==> src/rtl/hsi_pkg.sv <==
// Shared HSI definitions: CCW buffer size/retry defaults and the buffer state encoding.
package hsi_pkg;

   localparam int CCW_MAX_LEN    = 32;
   localparam int CCW_MAX_REPEAT = 3;

   typedef enum logic [1:0] {
      FILL,
      READY,
      SEND,
      WAIT_ACK
   } ccw_buf_state_t;

endpackage

==> src/rtl/ccw_mem.sv <==
// CCW frame storage: MAX_LEN x 8 register array, synchronous write, registered read.
module ccw_mem
   import hsi_pkg::*;
#(
   parameter int  MAX_LEN = CCW_MAX_LEN,
   localparam int PW      = $clog2(MAX_LEN + 1)
) (
   input  logic          clk,
   input  logic          rst,
   input  logic          i_wr_en,
   input  logic [PW-1:0] i_wr_addr,
   input  logic [7:0]    i_wr_data,
   input  logic          i_rd_en,
   input  logic [PW-1:0] i_rd_addr,
   output logic [7:0]    o_rd_data
);

   localparam int AW = (MAX_LEN > 1) ? $clog2(MAX_LEN) : 1;

   logic [7:0] r_mem [MAX_LEN];
   logic [7:0] r_rd_data;

   always_ff @(posedge clk) begin
      if (i_wr_en && (i_wr_addr < PW'(MAX_LEN))) begin
         r_mem[i_wr_addr[AW-1:0]] <= i_wr_data;
      end
   end

   // Read data only moves when asked, so the output byte holds between acks.
   always_ff @(posedge clk) begin
      if (rst) begin
         r_rd_data <= '0;
      end else if (i_rd_en && (i_rd_addr < PW'(MAX_LEN))) begin
         r_rd_data <= r_mem[i_rd_addr[AW-1:0]];
      end
   end

   assign o_rd_data = r_rd_data;

endmodule

==> src/rtl/ccw_buffer.sv <==
// Single-frame CCW buffer: fills from the host, streams to hsi_master with bounded retransmission.
module ccw_buffer
   import hsi_pkg::*;
#(
   parameter int MAX_LEN    = CCW_MAX_LEN,
   parameter int MAX_REPEAT = CCW_MAX_REPEAT
) (
   input  logic       clk,
   input  logic       rst,
   input  logic [7:0] wr_d,
   input  logic       wr_en,
   input  logic       wr_last,
   output logic       wr_busy,
   output logic       ovf_err,
   output logic       ccw_tx_rdy,
   input  logic       ccw_tx_en,
   output logic [7:0] ccw_d,
   output logic       ccw_d_rdy,
   input  logic       ccw_d_ack,
   output logic       ccw_d_sending,
   input  logic       ccw_repeat_req,
   input  logic       ccw_accepted,
   output logic       ccw_done,
   output logic       ccw_fail
);

   localparam int PW = $clog2(MAX_LEN + 1);
   localparam int RW = (MAX_REPEAT > 0) ? $clog2(MAX_REPEAT + 1) : 1;

   ccw_buf_state_t r_state;
   logic [PW-1:0]  r_wptr;
   logic [PW-1:0]  r_rptr;
   logic [PW-1:0]  r_len;
   logic [RW-1:0]  r_rpt_cnt;
   logic           r_ovf;
   logic           r_wr_busy;
   logic           r_ovf_err;
   logic           r_tx_rdy;
   logic           r_d_rdy;
   logic           r_sending;
   logic           r_done;
   logic           r_fail;

   logic [PW-1:0]  w_wptr_inc;
   logic [PW-1:0]  w_rptr_inc;
   logic           w_mem_wr;
   logic           w_ack;
   logic           w_rd_en;
   logic [PW-1:0]  w_rd_addr;

   assign w_wptr_inc = r_wptr + PW'(1);
   assign w_rptr_inc = r_rptr + PW'(1);
   assign w_mem_wr   = (r_state == FILL) && wr_en && !r_ovf;

   // Accepted and repeat both pre-empt an ack landing in the same cycle.
   assign w_ack = (r_state == SEND) && ccw_d_ack && r_d_rdy
                  && !ccw_accepted && !ccw_repeat_req;

   // Prefetch: the next byte's address goes to memory on the ack itself.
   assign w_rd_en   = ((r_state == READY) && ccw_tx_en) || (w_ack && (w_rptr_inc < r_len));
   assign w_rd_addr = (r_state == READY) ? '0 : w_rptr_inc;

   ccw_mem #(
      .MAX_LEN (MAX_LEN)
   ) u_mem (
      .clk       (clk),
      .rst       (rst),
      .i_wr_en   (w_mem_wr),
      .i_wr_addr (r_wptr),
      .i_wr_data (wr_d),
      .i_rd_en   (w_rd_en),
      .i_rd_addr (w_rd_addr),
      .o_rd_data (ccw_d)
   );

   always_ff @(posedge clk) begin
      if (rst) begin
         r_state   <= FILL;
         r_wptr    <= '0;
         r_rptr    <= '0;
         r_len     <= '0;
         r_rpt_cnt <= '0;
         r_ovf     <= 1'b0;
         r_wr_busy <= 1'b0;
         r_ovf_err <= 1'b0;
         r_tx_rdy  <= 1'b0;
         r_d_rdy   <= 1'b0;
         r_sending <= 1'b0;
         r_done    <= 1'b0;
         r_fail    <= 1'b0;
      end else begin
         r_ovf_err <= 1'b0;
         r_done    <= 1'b0;
         r_fail    <= 1'b0;
         case (r_state)
            FILL: begin
               if (wr_en) begin
                  if (r_ovf) begin
                     // An oversized frame is swallowed up to its last byte, then dropped.
                     if (wr_last) begin
                        r_ovf_err <= 1'b1;
                        r_ovf     <= 1'b0;
                        r_wptr    <= '0;
                     end
                  end else if (wr_last) begin
                     r_wptr    <= w_wptr_inc;
                     r_len     <= w_wptr_inc;
                     r_state   <= READY;
                     r_tx_rdy  <= 1'b1;
                     r_wr_busy <= 1'b1;
                  end else begin
                     r_wptr <= w_wptr_inc;
                     if (r_wptr == PW'(MAX_LEN - 1)) begin
                        r_ovf <= 1'b1;
                     end
                  end
               end
            end
            READY: begin
               if (ccw_tx_en) begin
                  r_state   <= SEND;
                  r_rptr    <= '0;
                  r_tx_rdy  <= 1'b0;
                  r_sending <= 1'b1;
                  r_d_rdy   <= 1'b1;
               end
            end
            SEND, WAIT_ACK: begin
               if (ccw_accepted) begin
                  r_done    <= 1'b1;
                  r_rpt_cnt <= '0;
                  r_wptr    <= '0;
                  r_state   <= FILL;
                  r_wr_busy <= 1'b0;
                  r_sending <= 1'b0;
                  r_d_rdy   <= 1'b0;
               end else if (ccw_repeat_req) begin
                  r_sending <= 1'b0;
                  r_d_rdy   <= 1'b0;
                  if (r_rpt_cnt < RW'(MAX_REPEAT)) begin
                     r_rpt_cnt <= r_rpt_cnt + RW'(1);
                     r_rptr    <= '0;
                     r_state   <= READY;
                     r_tx_rdy  <= 1'b1;
                  end else begin
                     r_fail    <= 1'b1;
                     r_rpt_cnt <= '0;
                     r_wptr    <= '0;
                     r_state   <= FILL;
                     r_wr_busy <= 1'b0;
                  end
               end else if (w_ack) begin
                  r_rptr <= w_rptr_inc;
                  if (w_rptr_inc == r_len) begin
                     r_state   <= WAIT_ACK;
                     r_d_rdy   <= 1'b0;
                     r_sending <= 1'b0;
                  end
               end
            end
            default: r_state <= FILL;
         endcase
      end
   end

   assign wr_busy       = r_wr_busy;
   assign ovf_err       = r_ovf_err;
   assign ccw_tx_rdy    = r_tx_rdy;
   assign ccw_d_rdy     = r_d_rdy;
   assign ccw_d_sending = r_sending;
   assign ccw_done      = r_done;
   assign ccw_fail      = r_fail;

endmodule
==> config.mk <==
export PLATFORM = sky130hd
export DESIGN_NAME = ccw_buffer
export DESIGN_NICKNAME = d
export VERILOG_FILES = /design/src/rtl/hsi_pkg.sv /design/src/rtl/ccw_mem.sv /design/src/rtl/ccw_buffer.sv
export SDC_FILE = /design/constraint.sdc
export NUM_CORES = 1
export LEC_CHECK = 0
export ABC_AREA = 1
export BUFFER_PORTS_ARGS = -buffer_cell sky130_fd_sc_hd__buf_2
export CORE_ASPECT_RATIO = 0.8
export CORE_UTILIZATION = 60
export CTS_CLUSTER_DIAMETER = 200
export DETAILED_ROUTE_END_ITERATION = 10
export PLACE_DENSITY_LB_ADDON = 0.15
export RECOVER_POWER = 100
export SLEW_MARGIN = 20
export SYNTH_ARGS = -nofsm -noshare
export SYNTH_HDL_FRONTEND = slang
export SYNTH_SLANG_ARGS = --single-unit
==> constraint.sdc <==
create_clock -name clk -period 3.9 [get_ports clk]
set_clock_uncertainty 0.05 [all_clocks]
set_input_delay 0.195 -clock clk [delete_from_list [all_inputs] [get_ports clk]]
set_output_delay 0.195 -clock clk [all_outputs]
set_load 0.02 [all_outputs]
# Word level (Yosys, flattened, before mapping)
# Memory sizes are Yosys's and may differ from the RTL's. A register that Yosys moved wholly into a read port is not among the register bits.
# Cells that the tools add are included.
word_totals:
  in_bits: 16
  memories: 1
  out_inout_bits: 15
  mem_bits_rw: 256
  ff_bits: 29
  word_cells: 129
mem_list:
  columns: ["name", "depth", "word_bits", "read_ports", "rd_clocked_by_memory_dff", "write_ports", "line_no", "source"]
  rows:
  - ["u_mem.r_mem", 32, 8, 1, 1, 1, "ccw_mem.sv:20", "logic [7:0] r_mem [MAX_LEN];"]
op_classes:
  n_eq_ne: 19
  n_addsub: 3
  mux: 54
  bitwise_logic: 5
  order_cmp: 4
  reduce_logical: 31
op_table:
  columns: ["operator", "count"]
  rows:
  - ["$mux 6", 12]
  - ["$mux 1", 25]
  - ["$pmux 6 s2", 2]
  - ["$mux 2", 11]
  - ["$ne 3x3->1 const B", 5]
  - ["$ne 2x2->1 const B", 7]
  - ["$add 6x1->6 const B", 2]
  - ["$lt 6x6->1 const B", 2]
  - ["$reduce_and 6->1", 2]
  - ["$logic_and 1x1->1", 10]
  - ["$reduce_and 5->1", 2]
  - ["$ne 4x4->1 const B", 2]
  - ["$reduce_and 4->1", 2]
  - ["$reduce_or 4->1", 2]
  - ["$reduce_and 7->1", 1]
  - ["$eq 6x5->1 const B", 1]
  - ["$eq 6x6->1", 1]
  - ["$lt 6x6->1", 1]
  - ["$pmux 2 s3", 1]
  - ["$reduce_bool 2->1", 3]
  - ["$not 1->1", 5]
  - ["$eq 2x2->1 const B", 2]
  - ["$pmux 1 s2", 2]
  - ["$reduce_and 2->1", 2]
  - ["8 further kinds", 11]

# Logic depth before layout (Yosys ltp)
# Gate-level depths: netlist (run 1).
depth:
  depth_word: 9
  ltp_mapped: 14
  mapped_depth_nobuf: 14

# Cells and area by module
# Synthesis (run 1) repeated with hierarchy kept, for this count alone.
hier_totals:
  hier_cells: 1181
  area_unflattened_um2: 12525.8
by_module_without_submodules:
  columns: ["mod", "n_inst", "seq_area_each_um2", "area_per_inst_um2", "cells_each"]
  rows:
  - ["ccw_mem", 1, 7847.5, 10831.6, 928]
  - ["ccw_buffer", 1, 580.6, 1694.1, 253]

# Least setup slack after synthesis (run 1)
# OpenSTA, ideal clock, no wires.
synth_timing:
  path_type: "reg-to-reg"
  start: "register r_state[1]"
  end: "memory u_mem.r_mem[15][0], enable pin"
  setup_time_ps: 395
  synth_period_minus_slack_ps: 2134
  path_buffers: 1
  slack_ps: 1766
  required_time_ps: 3455
  arrival_ps: 1689
  path_stages_with_launch: 7
  path_cell_list: "dfxtp_1 > buf_6 > nor2_1 > inv_1 > nor2_4 > nand2_1 > nor4_1"
synth_between:
  elab_chain_len: 6
synth_rtl:
  columns: ["item", "line_no", "source"]
  rows:
  - ["from (decl)", "ccw_buffer.sv:30", "ccw_buf_state_t r_state;"]
  - ["from (signal assigned)", "ccw_buffer.sv:78", "r_state <= FILL;"]
  - ["from (signal assigned)", "ccw_buffer.sv:108", "r_state <= READY;"]
  - ["from (signal assigned)", "ccw_buffer.sv:121", "r_state <= SEND;"]
  - ["$logic_not 2->1", "ccw_buffer.sv:53", "assign w_mem_wr = (r_state == FILL) && wr_en && !r_ovf;"]
  - ["$logic_and 1x1->1 (2 in a row)", "ccw_buffer.sv:53", null]
  - ["$logic_and 1x1->1", "ccw_mem.sv:24", "if (i_wr_en && (i_wr_addr < PW'(MAX_LEN))) begin"]
  - ["$mux 1", "ccw_mem.sv:24", null]
  - ["$mux 1 (implied by the code)", "ccw_mem.sv:25", "r_mem[i_wr_addr[AW-1:0]] <= i_wr_data;"]
  - ["to (decl)", "ccw_mem.sv:20", null]
# No other way between the ends.

# Worst setup path in the final report (run 1)
layout_timing:
  start: "register r_state[1]"
  end: "register r_state[1]"
layout_between:
  elab_chain_len: 7
  elab_cells_between_ends: 17
  classes_between: "eq/ne: 9; mux: 1; reduce/logical: 7"
layout_rtl:
  columns: ["item", "line_no", "source"]
  rows:
  - ["$eq 2x2->1", "ccw_buffer.sv:56, ccw_buffer.sv:95", null]
  - ["$logic_and 1x1->1 (2 in a row)", "ccw_buffer.sv:56", "assign w_ack = (r_state == SEND) && ccw_d_ack && r_d_rdy"]
  - ["$logic_and 1x1->1 (2 in a row)", "ccw_buffer.sv:57", "&& !ccw_accepted && !ccw_repeat_req;"]
  - ["$ne 4x4->1 (no source line)", null, null]
  - ["$reduce_and 6->1 (no source line)", null, null]
# Several ways; a longest one is shown, not always the timed one.
# A chain may end at the register's enable or synchronous reset.

==> out/results.tsv, run 1 <==
metric	value	unit
Post-CTS Setup Inserts	0	
post-synth cell types	35	
status	finished with violations	
Multi-input gate area	3764	µm²
TNS Setup	0	ns
Seq/Total Area, Yosys	0.6388	
CP max FO	49	
CP Capture Type	flop	
routed vias/inst	5.670	
total power	7.760	mW
r2r startpoint	r_state[1]$_SDFFE_PP0P_	
FP Rows	48	
Post-synth EDFFs	256	
CTS tree	built	
Register Area	8428	µm²
syn nets	1341	
Max-Cap Viols	8	
first-pass GRT wire length	48.31	mm
Sw Ratio	0.2905	
antenna violations before repair	0	
area grow syn2layout	9.085	%
Die H	134.6	µm
Max Slew Vio Count	264	
Worst Path Required	4.28	ns
total die area	22590	µm²
HPWL after DPL	19.13	mm
CTS root buf	clkbuf_16	
clk buf depth	3	
Critical Path Start Type	flop	
via count	9179	
CTS Buf Count	28	
WHS Path Cells	5	
Final setup viols	0	
min-delay worst type	input pin to flop	
final std cells w/o fill	1619	
flop and latch count out of synthesis	293	
DRT Pass-1 Iters	5	
Worst-Skew Late Latency	0.54	ns
Comb pwr share	0.184	
core area	21560	µm²
Post-Synth Simple-Gate Area	0.2447	
Routed WL per cell	19.51	µm
GPL Wtd Cong	0.8757	
die width	167.8	µm
Placed Area	13460	µm²
largest net degree at the start of global routing	84	
initial DRC count	1117	
power density over the cells	539.1	nW/µm²
clk sinks	293	
remaining global-route overflow	0	
P_int	5.505	mW
Sw Pwr	2.254	mW
# resized after CTS	0	
slew margin rel.	-0.3474	
ANT cells	0	
leakage	5.813	nW
Tmin final	3.068	ns
clock transition at the registers of the reported paths	0.06	ns
main combinational cell family by area after synthesis	simple AND/OR/NAND/NOR gates	
port buffer count	30	
mux share of post-synthesis cell area	0	
Final nets	1350	
DRT Wirelength	31.58	mm
Fillers	1661	
CP Class	flop to flop	
main flop type after synthesis	edfxtp_1	
initial core utilization	0.6119	
clock share of power	0.354	
Fin. Hold Viols	0	
Worst Reg-to-Reg Cells	8	
asr flop ratio synth	0	
worst-margin pin slew	2.021	ns
layout cells sized above 1	0.05655	
CTS H-tree depth	1	
FMAX	0.3259	GHz
RSZ-0062 raised after global routing	no	
Synth Warn #	0	
hold path start	wr_en	
Worst Path Arrival	3.45	ns
hold endpoint	ovf_err$_SDFF_PP0_	
R2R Setup Slk	0.83	ns
Synth Cell Area	13190	µm²
Crit Reg-Reg Endpoint	r_state[1]$_SDFFE_PP0P_	
Final period util	0.7867	
Total GRT Usage	0.2869	
Post-Synthesis Cells	1313	
violated checks	max-capacitance violations, max-slew violations	
vias in the first global route	8470	
Mapped Avg Cell Area	10.05	µm²
Synth Area in Compound Gates	0.02712	
post-route ant nets	0	
Synth Area in Adders	0.01138	
Post-Synth XOR/XNOR Area	0.003983	
sequential share of power	0.462	
DRC	0	
I/O pins	31	
dpl cells	1562	
post-layout util	0.6675	
design area	14390	µm²
worst ir drop on vdd	0.3900	mV
-- metrics by stage --
step / worst slack (ns) / hold slack, ns
final: 0.8320 / 0.01218
after global routing: 0.5824 / 0.06283
after CTS: 1.104 / 0.01161
after detailed placement: 1.082 / 0.4094
after global placement: 1.169 / 0.4047
after floorplan: 1.766 / 0.2439
-- worst max path at each step --
stage / slack (ns) / endpoint / start
2_1_floorplan: 1.77 / u_mem.r_mem[15][0]$_DFFE_PP_ / r_state[1]$_SDFFE_PP0P_
3_3_place_gp: 1.17 / u_mem.r_mem[28][3]$_DFFE_PP_ / r_state[1]$_SDFFE_PP0P_
3_5_place_dp: 1.08 / u_mem.r_mem[28][3]$_DFFE_PP_ / r_state[1]$_SDFFE_PP0P_
4_1_cts: 1.10 / u_mem.r_mem[28][4]$_DFFE_PP_ / r_state[1]$_SDFFE_PP0P_
5_1_grt: 0.58 / r_state[0]$_SDFFE_PP0P_ / r_state[1]$_SDFFE_PP0P_
6_report: 0.83 / r_state[1]$_SDFFE_PP0P_ / r_state[1]$_SDFFE_PP0P_
-- flip-flops by register name, indices dropped and copies added (netlist names) --
register,flops
ccw_tx_rdy,1
ccw_d_sending,1
r_ovf,1
r_len,6
r_rptr,6
u_mem.r_mem,256
r_state,2
ccw_done,1
ovf_err,1
u_mem.o_rd_data,8
wr_busy,1
r_rpt_cnt,2
ccw_fail,1
r_wptr,6
-- power groups by stage --
stage	registers, mW	logic (mW)	clock network (mW)
finish	3.59	1.43	2.75
global route	3.59	1.57	2.87
CTS	3.59	1.43	2.76
detailed placement	3.65	1.42	0
global placement	3.65	1.40	0
floorplan	3.66	0.992	0
-- cell type report --
type / count / share of cell area
multi-input cells: 785 / 0.2615
well taps: 275 / 0.02391
flip-flops and latches: 293 / 0.5856
inverters: 168 / 0.04416
repair buffers: 46 / 0.01895
clock buffers: 42 / 0.06033
clock inverters: 10 / 0.005564
-- critical path, cell delays in order (launching register included) --
cell and delay (ns):
dfxtp_1 0.56, inv_4 0.06, nand2_1 0.27, clkbuf_2 0.92, nor2_1 0.15, nor3b_1 0.46
nand3_1 0.19, o211ai_1 0.24, inv_1 0.05
-- placed cells by master (no fill, tap or decap), types with 12 or more instances in the layout --
cell type,count
a21oi_1,36
nand3_1,222
edfxtp_1,256
dfxtp_1,37
clkbuf_16,32
nand3b_1,64
inv_1,162
o21ai_0,13
nand2_1,218
clkbuf_1,31
nor2_1,180
ha_1,12
-- Yosys cell counts, types with 12 or more instances --
library cell | instances | area share
edfxtp_1 | 256 | 0.58
nand2_1 | 218 | 0.062
dfxtp_1 | 37 | 0.056
buf_2 | 44 | 0.017
a21oi_1 | 36 | 0.014
nand3_1 | 222 | 0.084
o21ai_0 | 13 | 0.0049
clkbuf_1 | 14 | 0.0040
nand3b_1 | 64 | 0.036
ha_1 | 12 | 0.011
nor2_1 | 180 | 0.051
inv_1 | 162 | 0.046
-- routing by layer --
layer  global-route usage  vias to the layer above  part of all wire
met5                    0                        -                 0
met3              0.07268                       59              0.12
met1               0.4209                     4273              0.43
met2               0.4303                      433              0.43
li1                     -                     4414                 -
met4              0.07187                        0             0.025
-- logic make-up (layout without fill, tap and decap cells) --
kind of cell / Yosys count / after routing
AOI/OAI and AO/OA: 66 / 66
buffers and inverters: 235 / 266
xor gates and xnor gates: 6 / 6
DFF: 293 / 293
adders and majority gates: 12 / 12
and+or+nand+nor: 701 / 701
-- timing repair --
action | in CTS | in global routing
hold buffers | 5 | 0
endpoints found under the hold margin | 6 | 0
setup endpoints to repair | 0 | 0
(Power assumes the default switching activity.)
==> run 2, diff against run 1 <==
--- a/config.mk
+++ b/config.mk
@@ -8,7 +8,7 @@
 export ABC_AREA = 1
 export BUFFER_PORTS_ARGS = -buffer_cell sky130_fd_sc_hd__buf_2
 export CORE_ASPECT_RATIO = 0.8
-export CORE_UTILIZATION = 60
+export CORE_UTILIZATION = 56
 export CTS_CLUSTER_DIAMETER = 200
 export DETAILED_ROUTE_END_ITERATION = 10
 export PLACE_DENSITY_LB_ADDON = 0.15
==> constraint.sdc (replaced) <==
create_clock -name clk -period 2.8 [get_ports clk]
set_clock_uncertainty 0.05 [all_clocks]
set_input_delay 0.14 -clock clk [delete_from_list [all_inputs] [get_ports clk]]
set_output_delay 0.14 -clock clk [all_outputs]
set_load 0.02 [all_outputs]
==> run 2 against run 1 <==
- the flow still finishes with violations (max-capacitance violations, max-slew violations)
- first-iteration DRC count is 10% lower
- combinational power is 42% higher
- clock power is 32% higher
- largest cell class unchanged
- highest routed layer unchanged
==> out/results.tsv, run 2 (same netlist as run 1, synthesis figures left out) <==
metric	value	unit	change
CP max-delay cell	clkbuf_1		
R2R Setup Slk	0.28	ns	-0.55 ns
Tmin final	2.516	ns	-0.5521 ns
total die area	24180	µm²	+7.0%
status	finished with violations		
most common cell after layout, fill and taps aside	edfxtp_1		
pre-CTS setup slack	0.4344	ns	-0.6479 ns
GPL Wtd Cong	0.8682		-0.86%
worst ir drop on vdd	0.6438	mV	+65%
Worst-Skew Late Latency	0.55	ns	about the same
slew margin rel.	-0.2407		+0.1067
FP Rows	49		+2.1%
Placed Area	13820	µm²	+2.7%
Critical Path Most Common Cell	nor2_1		
met3 WL post-DR	2.260	mm	-38%
remaining global-route overflow	0		unchanged
Die H	139.3	µm	+3.5%
ANT cells	0		unchanged
power density over the cells	727.4	nW/µm²	+35%
Crit path largest cell delay	0.48	ns	-0.44 ns
commonest cells after routing, fill and taps aside	256 x edfxtp_1, 222 x nand3_1, 217 x nand2_1		
Post-Route M1 WL	14.45	mm	+7.6%
design area	14620	µm²	+1.6%
Final period util	0.8985		+0.1119
vias in the first global route	8680		+2.5%
Critical Path Start Type	flop		
Max Slew Vio Count	264		unchanged
Buf/Inv on CP	2		-1
# resized after CTS	0		unchanged
die width	173.6	µm	+3.5%
layout cells sized above 1	0.07071		+0.01416
HPWL after DPL	18.68	mm	-2.4%
Max-Cap Viols	8		unchanged
CTS H-tree depth	1		unchanged
via count	9110		-0.75%
area grow syn2layout	10.82	%	
WL met2	13.61	mm	-0.85%
initial core utilization	0.5785		-0.03344
DRT Pass-1 Iters	5		unchanged
CP Class	flop to flop		
hold-fix buffers at CTS	7		+2
worst setup margin	0.2841	ns	-0.5479 ns
TNS Setup	0	ns	unchanged
Worst Path Required	2.92	ns	-1.36 ns
CTS root buf	clkbuf_16		
Final nets	1394		+3.3%
Worst Path Arrival	2.64	ns	-0.81 ns
Final setup viols	0		unchanged
initial DRC count	1001		-10%
Post-CTS Setup Inserts	0		unchanged
CP top delay family	simple AND/OR/NAND/NOR gates		
routed vias/inst	5.384		-5.0%
FMAX	0.3975	GHz	+22%
worst-margin pin slew	1.861	ns	-0.1601 ns
final std cells w/o fill	1692		+4.5%
DRC	0		unchanged
CP Capture Type	flop		
RSZ-0062 raised after global routing	no		
top sig layer	met4		
core area	22810	µm²	+5.8%
Total GRT Usage	0.2647		-0.02217
port buffer count	30		unchanged
post-route ant nets	0		unchanged
DRT Wirelength	31.03	mm	-1.7%
WHS	0.03955	ns	+0.02736 ns
total power	10.64	mW	+37%
leakage	5.934	nW	+2.1%
CTS Buf Count	29		+3.6%
I/O pins	31		unchanged
Fin. Hold Viols	0		unchanged
CTS tree	built		
min-delay worst type	input pin to flop		
clock transition at the registers of the reported paths	0.06	ns	about the same
dpl cells	1634		+4.6%
CP max FO	8		-84%
clk sinks	293		unchanged
max reg flops	256		unchanged
antenna violations before repair	0		unchanged
cell chain of the critical path	nor2_1 -> inv_1 -> nor2_1 -> nand2_1 -> nor2_1 -> nand2_1 -> nor2_1 -> clkbuf_1		
clk buf depth	3		unchanged
first-pass GRT wire length	49.16	mm	+1.8%
violated checks	max-capacitance violations, max-slew violations		
post-layout util	0.6411		-0.02644
Routed WL per cell	18.34	µm	-6.0%
largest net degree at the start of global routing	81		-3.6%
[run 2: changes by cell type in the layout (fill, tap and decap cells not counted), moves of 3 or more]
| cell | before | now |
|---|---|---|
| clkbuf_1 | 31 | 47 |
| clkbuf_2 | 1 | 17 |
| buf_4 | 7 | 14 |
| clkbuf_16 | 32 | 29 |
| clkinv_1 | 0 | 3 |
[run 2: worst paths after layout]
check,start,end,cells past startpoint
worst max-delay path,r_state[0]$_SDFFE_PP0P_,u_mem.r_mem[1][0]$_DFFE_PP_,8
worst min register to register,wr_busy$_SDFFE_PP0P_,wr_busy$_SDFFE_PP0P_,2
worst max register to register,r_state[0]$_SDFFE_PP0P_,u_mem.r_mem[1][0]$_DFFE_PP_,8
worst min-delay path,ccw_d_ack,r_rptr[1]$_SDFFE_PP0P_,5
[run 2: area by class of cell]
cell class,instances,area (µm²)
well taps,306,382.9
multi-input cells,785,3779
clock buffers,38,789.5
flip-flops and latches,293,8428
inverters,168,635.6
clock inverters,13,97.59
repair buffers,89,509.2
fillers,1875,8185
[run 2: worst register-to-register path, stage by stage (launching register included)]
cell and delay, ns:
dfxtp_1 0.35, nor2_1 0.13, inv_1 0.12, nor2_1 0.17
nand2_1 0.15, nor2_1 0.24, nand2_1 0.28, nor2_1 0.17
clkbuf_1 0.48
[run 2: metal layers]
layer,vias to the layer above,global-route usage
met3,49,0.04372
li1,4494,-
met5,-,0
met2,310,0.3989
met4,0,0.06741
met1,4257,0.4015
[run 2: power by group]
part           total [mW]  internal, mW  switching, mW
combinational        2.03         0.554           1.48
sequential           4.96          4.90         0.0660
clock                3.64          2.07           1.57
